$ cat config.mk
export PLATFORM = sky130hd
export DESIGN_NAME = hazard_ctrl
export DESIGN_NICKNAME = d
export VERILOG_FILES = /design/src/rtl/hazard_pkg.sv /design/src/rtl/hazard_fwd_sel.sv /design/src/rtl/hazard_ctrl.sv
export SDC_FILE = /design/constraint.sdc
export NUM_CORES = 1
export LEC_CHECK = 0
export CORE_MARGIN = 2
export CORE_UTILIZATION = 54
export CTS_CLUSTER_DIAMETER = 40
export CTS_CLUSTER_SIZE = 40
export DETAILED_ROUTE_END_ITERATION = 10
export GPL_TIMING_DRIVEN = 0
export PLACE_DENSITY = 0.88
export SYNTH_ARGS = -nofsm -noshare
export SYNTH_HDL_FRONTEND = slang
export SYNTH_HIERARCHICAL = 1
export SYNTH_SLANG_ARGS = --single-unit
$ cat constraint.sdc
create_clock -name clk -period 4.7 [get_ports clk]
set_clock_uncertainty 0.15 [all_clocks]
set_input_delay 0.94 -clock clk [delete_from_list [all_inputs] [get_ports clk]]
set_output_delay 0.94 -clock clk [all_outputs]
set_load 0.01 [all_outputs]
$ cat src/rtl/hazard_pkg.sv
// Shared types for the pipeline hazard controller.
// Holds the forwarding-select encoding and the per-stage destination tag
// carried by the shadow pipeline (EX, MEM, WB).
package hazard_pkg;

    localparam int unsigned TAG_REG_W = 4;
    localparam int unsigned FWD_W     = 2;

    typedef logic [FWD_W-1:0] fwd_sel_t;

    localparam fwd_sel_t FWD_RF  = 2'b00;
    localparam fwd_sel_t FWD_EX  = 2'b01;
    localparam fwd_sel_t FWD_MEM = 2'b10;
    localparam fwd_sel_t FWD_WB  = 2'b11;

    // Destination tag of the instruction occupying one downstream stage.
    typedef struct packed {
        logic                 v;
        logic [TAG_REG_W-1:0] rd;
        logic                 wr;
        logic                 ld;
    } stage_tag_t;

    localparam stage_tag_t TAG_BUBBLE = '0;

endpackage

$ cat src/rtl/hazard_fwd_sel.sv
// Forwarding select for one ID source operand.
// Compares one source index against the EX, MEM and WB tags; the youngest
// producer wins, except that a load in EX cannot forward and instead raises
// ex_ld_hit_o so the top can insert a load-use bubble.
// Ports:
//   src_i        source register index
//   use_i        source is actually read
//   ex_i/mem_i/wb_i  stage tags
//   sel_o        operand select (RF/EX/MEM/WB)
//   ex_ld_hit_o  source depends on a load currently in EX
module hazard_fwd_sel
    import hazard_pkg::*;
#(
    parameter int unsigned PC_REG = 15
) (
    input  logic [TAG_REG_W-1:0] src_i,
    input  logic                 use_i,
    input  stage_tag_t           ex_i,
    input  stage_tag_t           mem_i,
    input  stage_tag_t           wb_i,
    output fwd_sel_t             sel_o,
    output logic                 ex_ld_hit_o
);

    logic src_ok;
    logic ex_hit;
    logic mem_hit;
    logic wb_hit;
    logic unused_ld;

    // The PC register is never produced through the pipeline, so never forwarded.
    assign src_ok  = use_i & (src_i != TAG_REG_W'(PC_REG));
    assign ex_hit  = src_ok & ex_i.v  & ex_i.wr  & (ex_i.rd  == src_i);
    assign mem_hit = src_ok & mem_i.v & mem_i.wr & (mem_i.rd == src_i);
    assign wb_hit  = src_ok & wb_i.v  & wb_i.wr  & (wb_i.rd  == src_i);

    assign unused_ld = mem_i.ld ^ wb_i.ld;

    // Youngest producer first; load data is not available until MEM.
    always_comb begin
        sel_o       = FWD_RF;
        ex_ld_hit_o = ex_hit & ex_i.ld;
        if (ex_hit & ~ex_i.ld) begin
            sel_o = FWD_EX;
        end else if (mem_hit) begin
            sel_o = FWD_MEM;
        end else if (wb_hit) begin
            sel_o = FWD_WB;
        end
    end

endmodule

$ cat src/rtl/hazard_ctrl.sv
// Hazard and sequencing controller for the 5-stage pipeline.
// Tracks destination tags for EX/MEM/WB, detects load-use hazards, produces
// operand forwarding selects, sequences taken-branch flushes and data-memory
// wait freezes. Control outputs are combinational from the tags and ID inputs.
// Optional build macro HAZARD_PERF_CNT_EN adds saturating stall/flush counters.
// Ports:
//   clk, reset            clock, synchronous active-high reset
//   id_*                  decode-stage instruction fields
//   branch_taken          taken branch resolved in ID
//   mem_busy              data memory not ready this cycle
//   pc_le, if_id_le       PC / IF-ID load enables
//   if_id_flush           IF/ID reset request
//   id_nop                bubble into ID/EXE
//   pipe_hold             hold ID/EXE, EXE/MEM, MEM/WB
//   fwd_rn/rm/rs          operand selects (00 RF, 01 EX, 10 MEM, 11 WB)
//   stall_cnt, flush_cnt  performance counters (optional)
module hazard_ctrl
    import hazard_pkg::*;
#(
    parameter int unsigned REG_W  = TAG_REG_W,
    parameter int unsigned PC_REG = 15
`ifdef HAZARD_PERF_CNT_EN
    ,
    parameter int unsigned CNT_W  = 16
`endif
) (
    input  logic             clk,
    input  logic             reset,
    input  logic             id_valid,
    input  logic [REG_W-1:0] id_rn,
    input  logic [REG_W-1:0] id_rm,
    input  logic [REG_W-1:0] id_rs,
    input  logic             id_use_rn,
    input  logic             id_use_rm,
    input  logic             id_use_rs,
    input  logic [REG_W-1:0] id_rd,
    input  logic             id_rf_en,
    input  logic             id_load,
    input  logic             branch_taken,
    input  logic             mem_busy,
    output logic             pc_le,
    output logic             if_id_le,
    output logic             if_id_flush,
    output logic             id_nop,
    output logic             pipe_hold,
    output logic [1:0]       fwd_rn,
    output logic [1:0]       fwd_rm,
    output logic [1:0]       fwd_rs
`ifdef HAZARD_PERF_CNT_EN
    ,
    output logic [CNT_W-1:0] stall_cnt,
    output logic [CNT_W-1:0] flush_cnt
`endif
);

    stage_tag_t ex_q, mem_q, wb_q;
    stage_tag_t ex_d, mem_d, wb_d;

    fwd_sel_t sel_rn, sel_rm, sel_rs;
    logic     ld_hit_rn, ld_hit_rm, ld_hit_rs;
    logic     stall_c;
    logic     br_flush_c;

    hazard_fwd_sel #(.PC_REG(PC_REG)) u_sel_rn (
        .src_i       (TAG_REG_W'(id_rn)),
        .use_i       (id_use_rn),
        .ex_i        (ex_q),
        .mem_i       (mem_q),
        .wb_i        (wb_q),
        .sel_o       (sel_rn),
        .ex_ld_hit_o (ld_hit_rn)
    );

    hazard_fwd_sel #(.PC_REG(PC_REG)) u_sel_rm (
        .src_i       (TAG_REG_W'(id_rm)),
        .use_i       (id_use_rm),
        .ex_i        (ex_q),
        .mem_i       (mem_q),
        .wb_i        (wb_q),
        .sel_o       (sel_rm),
        .ex_ld_hit_o (ld_hit_rm)
    );

    hazard_fwd_sel #(.PC_REG(PC_REG)) u_sel_rs (
        .src_i       (TAG_REG_W'(id_rs)),
        .use_i       (id_use_rs),
        .ex_i        (ex_q),
        .mem_i       (mem_q),
        .wb_i        (wb_q),
        .sel_o       (sel_rs),
        .ex_ld_hit_o (ld_hit_rs)
    );

    // Load-use hazard; a stall suppresses any branch resolved in the same cycle.
    assign stall_c    = id_valid & (ld_hit_rn | ld_hit_rm | ld_hit_rs);
    assign br_flush_c = branch_taken & id_valid & ~stall_c;

    // Shadow pipeline advance; frozen while data memory is busy.
    always_comb begin
        ex_d  = ex_q;
        mem_d = mem_q;
        wb_d  = wb_q;
        if (!mem_busy) begin
            wb_d  = mem_q;
            mem_d = ex_q;
            if (stall_c || br_flush_c) begin
                ex_d = TAG_BUBBLE;
            end else begin
                ex_d.v  = id_valid;
                ex_d.rd = TAG_REG_W'(id_rd);
                ex_d.wr = id_rf_en;
                ex_d.ld = id_load;
            end
        end
    end

    always_ff @(posedge clk) begin
        if (reset) begin
            ex_q  <= TAG_BUBBLE;
            mem_q <= TAG_BUBBLE;
            wb_q  <= TAG_BUBBLE;
        end else begin
            ex_q  <= ex_d;
            mem_q <= mem_d;
            wb_q  <= wb_d;
        end
    end

    // Pipeline control, priority reset > mem_busy > stall > branch.
    always_comb begin
        pc_le       = 1'b1;
        if_id_le    = 1'b1;
        if_id_flush = 1'b0;
        id_nop      = 1'b0;
        pipe_hold   = 1'b0;
        fwd_rn      = stall_c ? FWD_RF : sel_rn;
        fwd_rm      = stall_c ? FWD_RF : sel_rm;
        fwd_rs      = stall_c ? FWD_RF : sel_rs;
        if (reset) begin
            // IF/ID only clears when loaded, hence if_id_le stays high.
            pc_le       = 1'b0;
            if_id_flush = 1'b1;
            id_nop      = 1'b1;
            fwd_rn      = FWD_RF;
            fwd_rm      = FWD_RF;
            fwd_rs      = FWD_RF;
        end else if (mem_busy) begin
            pc_le     = 1'b0;
            if_id_le  = 1'b0;
            pipe_hold = 1'b1;
        end else if (stall_c) begin
            pc_le    = 1'b0;
            if_id_le = 1'b0;
            id_nop   = 1'b1;
        end else if (br_flush_c) begin
            if_id_flush = 1'b1;
        end
    end

`ifdef HAZARD_PERF_CNT_EN
    logic [CNT_W-1:0] stall_cnt_q;
    logic [CNT_W-1:0] flush_cnt_q;

    // Saturating event counters; only cycles where the event takes effect count.
    always_ff @(posedge clk) begin
        if (reset) begin
            stall_cnt_q <= '0;
            flush_cnt_q <= '0;
        end else begin
            if (stall_c && !mem_busy && !(&stall_cnt_q)) begin
                stall_cnt_q <= stall_cnt_q + CNT_W'(1);
            end
            if (br_flush_c && !mem_busy && !(&flush_cnt_q)) begin
                flush_cnt_q <= flush_cnt_q + CNT_W'(1);
            end
        end
    end

    assign stall_cnt = stall_cnt_q;
    assign flush_cnt = flush_cnt_q;
`endif

endmodule

# ---- Word-level counts from Yosys, hierarchy flattened
# Index checks and enable logic that the tools add are counted.
dict set report word_totals {
  output_inout_bits 11
  ff_bits 19
  input_bits 26
}
dict set report op_classes {
  n_mux 29
  eq_ne 12
  bitwise 43
  n_reduce_logical 1
}
# op n
set op_table {}
lappend op_table {{$and 1x1->1} 39}
lappend op_table {{$eq 4x4->1} 9}
lappend op_table {{$mux 2} 15}
lappend op_table {{$mux 1} 13}
lappend op_table {{$ne 4x4->1 const B} 3}
lappend op_table {{$mux 7} 1}
lappend op_table {{$not 1->1} 2}
lappend op_table {{$or 1x1->1} 2}
lappend op_table {{$logic_or 1x1->1} 1}

# ---- Depth between registers and ports, before layout
dict set report logic_depth {
  word_depth 15
  mapped_depth 7
  ltp_nobuf 7
}

# ---- Modules after synthesis
# Netlist, hierarchy kept.
# module cells_each seq_area_each_um2 n_inst area_each_um2
set modules_own_cells {}
lappend modules_own_cells {hazard_ctrl 92 420.4 1 937.1}
lappend modules_own_cells {hazard_fwd_sel 32 0.0 3 214.0}

# ---- Worst setup path after synthesis
# OpenSTA, ideal clock, no wires.
dict set report synth_timing {
  kind {input port to output port}
  start {input id_rm[1]}
  end {output id_nop}
  t_arrival_ns 2.580
  stages 6
  path_slack_ns 1.030
  cell_sequence {nor2b_1 > a2111o_1 > or4_4 > nor2_1 > o31ai_4 > o21ai_0}
}
dict set report synth_between {
  elab_chain_len 12
  word_cells_on_any_way 13
  classes_between {2 x eq/ne; 3 x mux; 8 x bitwise}
}
# element line
set synth_lines {}
lappend synth_lines {{start: declaration} hazard_ctrl.sv:31} ;# input logic [REG_W-1:0] id_rm,
lappend synth_lines {{$ne 4x4->1} hazard_fwd_sel.sv:32} ;# assign src_ok = use_i & (src_i != TAG_REG_W'(PC_REG));
lappend synth_lines {{$and 1x1->1} hazard_fwd_sel.sv:32}
lappend synth_lines {{$and 1x1->1 (2 in a row)} hazard_fwd_sel.sv:33} ;# assign ex_hit = src_ok & ex_i.v & ex_i.wr & (ex_i.rd == src_i);
lappend synth_lines {{$and 1x1->1 *} hazard_fwd_sel.sv:33}
lappend synth_lines {{$and 1x1->1 *} hazard_fwd_sel.sv:42} ;# ex_ld_hit_o = ex_hit & ex_i.ld;
lappend synth_lines {{named net ld_hit_rm} hazard_ctrl.sv:60} ;# logic ld_hit_rn, ld_hit_rm, ld_hit_rs;
lappend synth_lines {{$or 1x1->1 * (2 in a row)} hazard_ctrl.sv:95} ;# assign stall_c = id_valid & (ld_hit_rn | ld_hit_rm | ld_hit_rs);
lappend synth_lines {{$and 1x1->1 *} hazard_ctrl.sv:95}
lappend synth_lines {{$mux 1 *} hazard_ctrl.sv:151} ;# end else if (stall_c) begin
lappend synth_lines {{$mux 1 *} hazard_ctrl.sv:147} ;# end else if (mem_busy) begin
lappend synth_lines {{$mux 1 *} hazard_ctrl.sv:139} ;# if (reset) begin
lappend synth_lines {{end: declaration} hazard_ctrl.sv:44} ;# output logic id_nop,
# The timed path passes the listed nets; every way through them passes the cells marked *.

# ---- Worst setup path in the final report
dict set report layout_timing {
  start {input id_rn[2]}
  end {output fwd_rm[1]}
}
dict set report layout_between {
  elab_chain_len 11
  word_cells_on_any_way 12
  classes_between {2 x eq/ne; 2 x mux; 8 x bitwise}
}
# element line
set layout_lines {}
lappend layout_lines {{start: declaration} hazard_ctrl.sv:30} ;# input logic [REG_W-1:0] id_rn,
lappend layout_lines {{$ne 4x4->1} hazard_fwd_sel.sv:32}
lappend layout_lines {{$and 1x1->1} hazard_fwd_sel.sv:32}
lappend layout_lines {{$and 1x1->1 (2 in a row)} hazard_fwd_sel.sv:33}
lappend layout_lines {{$and 1x1->1 *} hazard_fwd_sel.sv:33}
lappend layout_lines {{$and 1x1->1 *} hazard_fwd_sel.sv:42}
lappend layout_lines {{named net ld_hit_rn} hazard_ctrl.sv:60}
lappend layout_lines {{$or 1x1->1 * (2 in a row)} hazard_ctrl.sv:95}
lappend layout_lines {{$and 1x1->1 *} hazard_ctrl.sv:95}
lappend layout_lines {{$mux 2 *} hazard_ctrl.sv:137} ;# fwd_rm = stall_c ? FWD_RF : sel_rm;
lappend layout_lines {{$mux 2 *} hazard_ctrl.sv:139}
lappend layout_lines {{end: declaration} hazard_ctrl.sv:47} ;# output logic [1:0] fwd_rm,
# Marked as above.

==> run_results.csv <==
group,metric,value,unit
worst_hold_path,hp-class,"reg2reg",
worst_setup_path,timing.critical_path.arrival,3530,ps
synthesis,yosysWarnings,6,
sta,rsz0062_at_grt,"false",
sta,worst-slew-pin-transition,566,ps
clock_tree,cts_hold_buf,0,
global_route,grt_overflow,0,
synthesis,syn_inst,182,
clock_tree,htreeDepth,1,
final_layout,area_delta_synth_final,30.4,%
clock_tree,path_clk_slew,110,ps
final_layout,diodes,0,
clock_tree,cts_root_buf,"clkbuf_4",
clock_tree,cts_tree,"built",
worst_setup_path,reg2reg_depth,7,
global_route,grt_pass1_wl,7.06,mm
power,power.density,180,nW/um^2
synthesis,syn_avg_cell_area,8.30,um^2
global_route,first_global_vias,1520,
floorplan,start_util,55.8,%
placement,dp_hpwl,3.26,mm
floorplan,dieWidth,56.9,um
sta,max_freq,216,MHz
global_route,antenna_found_initial,0,
floorplan,core_area,2710,um^2
drt,vias,1595,
clock_tree,cts_made_buffers,3,
sta,tns,0,ps
sta,setup_viol,0,
sta,fin_crit,4620,ps
sta,drv_slew,0,
global_route,grt_max_degree,12,
worst_hold_path,min_path_cells,2,
worst_setup_path,path_max_fanout,9,
final_layout,layout_common_cells,"clkdlybuf4s50_1, inv_1, dfxtp_1, xnor2_1",
sta,hold_ws,444,ps
worst_setup_path,cp-start-kind,"primary input",
drt,wl,4.41,mm
worst_setup_path,path_class,"in2out",
drt,wl_per_cell,17.4,um
synthesis,syn_nets,208,
floorplan,die-area,3240,um^2
floorplan,die_y,56.9,um
final_layout,fin_nets,249,
floorplan,rows,19,
drt,first_iter_violations,97,
power,p_leak,0.771,nW
floorplan,io_pins,37,
drt,drc,0,
synthesis,syn_area,1510,um^2
final_layout,final_common_cell,"clkdlybuf4s50_1",
sta,hold_viol,0,
clock_tree,insertion_delay,310,ps
status,status,"completed",
placement,io_buffers,36,
final_layout,num-fill-cells,200,
drt,drt_first_pass_iters,4,
final_layout,drive_above_1_share,14.0,%
worst_setup_path,crit_required,3610,ps
power,finalPower,355,uW
sta,fin_crit_sh,98.4,%
clock_tree,clockBufferDepth,2,
power,peakVddDrop,0.000224,V
placement,gp_congestion,0.950,
worst_setup_path,cp-end-kind,"output port",
drt,avgViaCountPerCell,6.30,
drt,ant_nets,0,
clock_tree,cts.sinks,19,
global_route,grt_use_total,27.5,%
run,max-cap-violations,0,
sta,max_slew_margin,61.9,%
-- worst max-delay path: stages --
cell	delay, ps
clkdlybuf4s50_1	570
inv_1	70
a2111o_1	420
or4_4	530
nor2_4	140
o31ai_4	130
and3_2	250
clkdlybuf4s50_1	470
-- metal layers --
| metal | GRT usage [%] | part of all wire (%) | up-vias |
|---|---|---|---|
| met3 | 3.69 | 8.9 | 14 |
| li1 | - | - | 741 |
| met5 | 0 | 0 | - |
| met2 | 47.6 | 50 | 103 |
| met1 | 34.0 | 38 | 737 |
| met4 | 11.3 | 3.3 | 0 |
-- per-stage QoR --
step / area (um^2) / cells / setup WS (ps) / util (%)
after floorplan: 1510 / 182 / 1030 / -
after global placement: 1910 / 249 / -11.2 / 70.5
after detailed placement: 1910 / 249 / -71.1 / 70.5
after CTS: 1950 / 253 / 13.6 / 71.8
after global routing: 1970 / 253 / 3.08 / 72.7
final: 1970 / 253 / 75.5 / 72.7
-- report_power, final --
part / internal (mW) / switching [mW]
clock network: 0.0319 / 0.0541
registers: 0.166 / 0.0115
logic: 0.0483 / 0.0430
-- registers in the layout (all words and copies together), names as in the netlist --
name   flops
wb_q       6
mem_q      6
ex_q       7
-- timing repair --
item,in CTS,in global routing
setup buffers,0,0
resized for setup,3,7
setup endpoints to repair,7,8
-- cell type report --
type / instances / area (um^2) / share of cell area, %
timing repair buffer: 36 / 370 / 18.8
clock buffer: 3 / 22.5 / 1.14
buffer: 6 / 33.8 / 1.71
multi-input combinational: 135 / 1040 / 52.6
clock inverter: 1 / 5.00 / 0.254
inverter: 22 / 82.6 / 4.19
sequential: 19 / 380 / 19.3
tap: 31 / 38.8 / 1.97
-- final timing paths --
path | start | to | slack, ps
setup / recovery | id_rn[2] | fwd_rm[1] | 80
hold reg to reg | wb_q[1] | wb_q[1] | 440
setup reg to reg | ex_q[3] | ex_q[6] | 2270
hold / removal | wb_q[1] | wb_q[1] | 440
No activity file was read; power rests on OpenSTA's default activity.
